<file path="src/rtl/microprogram_sequencer.sv">
// Microprogram sequencer: picks the next control state from the N field,
// holds on memory waits, traps stuck waits and flags the reserved N mode.
module microprogram_sequencer #(
  parameter int         TIMEOUT     = 64,
  parameter logic [6:0] TRAP_STATE  = 7'd127,
  parameter logic [6:0] RESET_STATE = 7'd0
) (
  input  logic       clk_i,
  input  logic       rst_ni,
  input  logic [6:0] state_sel_i,
  input  logic [2:0] n_i,
  input  logic [6:0] cr_i,
  input  logic       inv_i,
  input  logic       cond_i,
  input  logic       moc_i,
  output logic [6:0] state_o,
  output logic       stall_o,
  output logic       mem_timeout_o,
  output logic       illegal_n_o
);

  localparam logic [2:0] N_ENCODE   = 3'b000;
  localparam logic [2:0] N_JUMP     = 3'b001;
  localparam logic [2:0] N_INCR     = 3'b010;
  localparam logic [2:0] N_COND     = 3'b011;
  localparam logic [2:0] N_WAIT_INC = 3'b100;
  localparam logic [2:0] N_WAIT_JMP = 3'b101;
  localparam logic [2:0] N_RESTART  = 3'b110;
  localparam logic [2:0] N_RSVD     = 3'b111;
  localparam logic [7:0] WAIT_LAST  = 8'(TIMEOUT - 1);

  logic [6:0] state_q, state_d, state_inc;
  logic [7:0] wait_cnt_q, wait_cnt_d;
  logic       mem_timeout_q, mem_timeout_d;
  logic       illegal_n_q, illegal_n_d;
  logic       hold, cond_t, moc_t;

  always_ff @(posedge clk_i or negedge rst_ni) begin
    if (!rst_ni) begin
      state_q       <= RESET_STATE;
      wait_cnt_q    <= 8'd0;
      mem_timeout_q <= 1'b0;
      illegal_n_q   <= 1'b0;
    end else begin
      state_q       <= state_d;
      wait_cnt_q    <= wait_cnt_d;
      mem_timeout_q <= mem_timeout_d;
      illegal_n_q   <= illegal_n_d;
    end
  end

  always_comb begin
    state_inc     = state_q + 7'd1;
    cond_t        = cond_i ^ inv_i;
    moc_t         = moc_i ^ inv_i;
    hold          = 1'b0;
    state_d       = RESET_STATE;
    wait_cnt_d    = 8'd0;
    mem_timeout_d = 1'b0;
    case (n_i)
      N_ENCODE:   state_d = state_sel_i;
      N_JUMP:     state_d = cr_i;
      N_INCR:     state_d = state_inc;
      N_COND:     state_d = cond_t ? cr_i : state_inc;
      N_WAIT_INC: begin
        hold    = ~moc_t;
        state_d = moc_t ? state_inc : state_q;
      end
      N_WAIT_JMP: begin
        hold    = ~moc_t;
        state_d = moc_t ? cr_i : state_q;
      end
      N_RESTART:  state_d = RESET_STATE;
      // Reserved and unknown N both fall back to the reset state.
      default:    state_d = RESET_STATE;
    endcase
    if (hold) begin
      if (wait_cnt_q == WAIT_LAST) begin
        state_d       = TRAP_STATE;
        mem_timeout_d = 1'b1;
      end else begin
        wait_cnt_d = wait_cnt_q + 8'd1;
      end
    end
    illegal_n_d = (n_i == N_RSVD);
  end

  always_comb begin
    state_o       = state_q;
    stall_o       = hold;
    mem_timeout_o = mem_timeout_q;
    illegal_n_o   = illegal_n_q;
  end

endmodule

</file>
<file path="config.mk">
export PLATFORM = sky130hd
export DESIGN_NAME = microprogram_sequencer
export DESIGN_NICKNAME = d
export VERILOG_FILES = /design/src/rtl/microprogram_sequencer.sv
export SDC_FILE = /design/constraint.sdc
export NUM_CORES = 1
export LEC_CHECK = 0
export CORE_MARGIN = 3
export CORE_UTILIZATION = 39
export DETAILED_ROUTE_END_ITERATION = 6
export MAX_ROUTING_LAYER = met4
export PLACE_DENSITY = 0.72
export SETUP_SLACK_MARGIN = 0.15
export SYNTH_ARGS = -nofsm -noshare
export SYNTH_HDL_FRONTEND = slang
export SYNTH_SLANG_ARGS = --single-unit
</file>
<file path="constraint.sdc">
create_clock -name clk_i -period 1.5 [get_ports clk_i]
set_input_delay 0.3 -clock clk_i [delete_from_list [all_inputs] [get_ports clk_i]]
set_output_delay 0.3 -clock clk_i [all_outputs]
set_load 0.01 [all_outputs]
</file>
==> impl_metrics.yaml <==
worst_setup_path:
  r2r.worst_path.cells: 6
  crit_chain: "ha_2 -> or3b_4 -> nor4_4 -> buf_4 -> a21oi_2 -> o211ai_1"
  cp_max_fo: 5
  crit_type: "flop to flop"
  crit_slowest_cell: "or3b_4"
  cp.required_ps: 1710
  worstPathArrival_ps: 1710
  rrSetupSlack_ps: -0.8
  critPathCaptureType: "flop"
  crit_path_max_incr_delay_ps: 410
  start_kind: "flop"
grt:
  grt_start_max_net_pins: 18
  grt_antenna_before_repair: 0
  grt_pass1_vias: 1294
  globalRoute.totalOverflow: 0
  gr-usage-all-layers_pct: 21.1
  grt_pass1_wl_mm: 5.75
routing:
  drc_errors: 0
  wire_per_inst_um: 16.0
  wl_mm: 3.53
  vias_per_cell: 5.80
  firstDrtPassIters: 4
  drtAntennaViolNets: 0
  vias: 1277
  drt-initial-drc-count: 49
layout:
  area_delta_synth_final_pct: 61.0
  layout_common_cells: "buf_4, dfrtp_1, clkdlybuf4s50_1, dlygate4sd2_1, nor2_1"
  antennaDiodeCount: 0
  layout.nets: 214
  n_fill_cell: 219
  layout-drive-gt1-share_pct: 34.9
  final_common_cell: "buf_4"
  post-route-util_pct: 67.1
pwr:
  combPwrFrac_pct: 38.1
  leakage_nw: 0.813
  p_clk_share_pct: 20.4
  p_per_area_nw_per_um2: 647
  power.switching_mw: 0.396
  seqPwrFrac_pct: 41.5
  p_sw_share_pct: 32.3
  peakVddDrop_uv: 387
  intPower_mw: 0.832
worst_hold_path:
  hp-class: "primary input to asynchronous set/reset pin"
die:
  io_pins: 32
  core-area_um2: 2830
  die_y_um: 61.0
  dieArea_um2: 3720
  dieWidth_um: 61.0
  core.rowCount: 19
  start_util_pct: 41.7
synthesis:
  ys.flop_type: "dfrtp_1"
  synth-edff-count: 0
  syn_avg_cell_area_um2: 9.22
  yosysWarningCount: 0
  yosysUniqueCellTypes: 45
  ys_seq_area_share_pct: 36.1
  postSynth.asyncResetShare_pct: 100
  syn_area_um2: 1180
  netlist_instances: 128
  syn_nets: 152
  ys_ff_latch: 17
timing:
  setup_viol: 1
  hold_viol: 0
  fin_skew_ps: 1.43
  fin_ws_ps: -0.807
  fin_crit_ps: 1500
  fmaxAchievable_ghz: 0.666
  slew_viol_final: 0
  rsz0062_at_grt: "true"
  hold_ws_ps: 324
  finalCritPeriodShare_pct: 100
  slew_headroom_pct: 74.8
  tightestPinTransition_ps: 376
run_status:
  violations: "setup timing"
  status: "complete, but fails checks"
cts:
  clock_path_buffers: 2
  cts_buffers: 3
  htree_num_levels: 1
  cts-root-buf: "clkbuf_4"
  clk_pin_slew_ps: 100
  worstSkewPairLatency_ps: 290
  clock_sinks: 17
  cts_tree: "yes"
job:
  drv_cap: 0
placed_design:
  numPortBuffers: 31
  gp_congestion: 0.876
  dp_hpwl_mm: 2.69
critical path: cells and delay by family, from the launching register on:
kind | cells | cell delay, ps
AOI/OAI and AO/OA | 2 | 140
adders and majority gates | 1 | 180
DFF | 1 | 370
and+or+nand+nor | 2 | 540
buffers and inverters | 1 | 190
repair_timing:
action | 4_1_cts | 5_1_grt
pin swaps | 9 | 5
hold buffers | 0 | 0
setup endpoints to repair | 25 | 16
resized for setup | 53 | 3
setup buffers | 6 | 0
kinds of logic after synthesis:
kind of cell / after synthesis / share of synthesized area, %
and+or+nand+nor: 54 / 26.9
AOI/OAI and AO/OA: 36 / 22.1
DFF: 17 / 36.1
xor gates and xnor gates: 10 / 9.01
buffers and inverters: 8 / 2.86
adders and majority gates: 2 / 2.12
muxes: 1 / 0.954
power groups by stage:
stage | Sequential (mW) | Combinational (mW) | Clock [mW]
floorplan | 0.549 | 0.160 | 0
global placement | 0.535 | 0.392 | 0
detailed placement | 0.538 | 0.402 | 0
CTS | 0.512 | 0.458 | 0.257
global route | 0.515 | 0.504 | 0.279
finish | 0.511 | 0.468 | 0.250
cells in the mapped netlist, drive strengths merged (4+ instances only):
master  count  area share (%)
o311ai      7             5.2
nand4       4             2.1
nand2       4             1.3
nand3      10             4.2
xor2        6             6.0
xnor2       4             3.0
nor2       15             5.4
dfrtp      17              36
o21ai       8             3.4
nor3        4             1.7
path summary, 6_finish.rpt:
kind / from / endpoint
max: wait_cnt_q[0] / state_o[5]
min: rst_ni / illegal_n_o
max reg2reg: wait_cnt_q[0] / state_o[5]
min reg2reg: wait_cnt_q[7] / wait_cnt_q[7]
max in group asynchronous: rst_ni / state_o[0]
min in group clk_i: n_i[0] / illegal_n_o
per-stage QoR:
stage               instances  worst slack [ps]  instance area, µm²  TNS, ps  power [mW]
global placement          210              -517                1730    -4610       0.927
floorplan                 128              33.9                1220        0       0.710
finish                    220            -0.807                1900   -0.807        1.23
detailed placement        210              -651                1730    -5160       0.939
CTS                       220             -1.62                1890    -1.62        1.23
global route              220             -51.2                1900     -417        1.30
per-layer routing:
layer	up-vias	part of all wire, %	track usage (%)
met3	13	6.0	3.83
li1	619	-	-
met5	-	0	-
met1	586	42	25.2
met4	0	3.0	8.67
met2	59	49	35.0
sequential cells by signal, summed over array words and instances, names as in the netlist:
signal / flops
illegal_n_o: 1
mem_timeout_o: 1
state_o: 7
wait_cnt_q: 8
area by class of cell:
class,instances,area (µm²),share of cell area [%]
clock buffers,4,26.3,1.38
inverters,3,11.3,0.593
multi-input cells,103,861,45.3
flip-flops and latches,17,427,22.5
well taps,31,38.8,2.04
repair buffers,62,536,28.2
(Power assumes the default switching activity.)
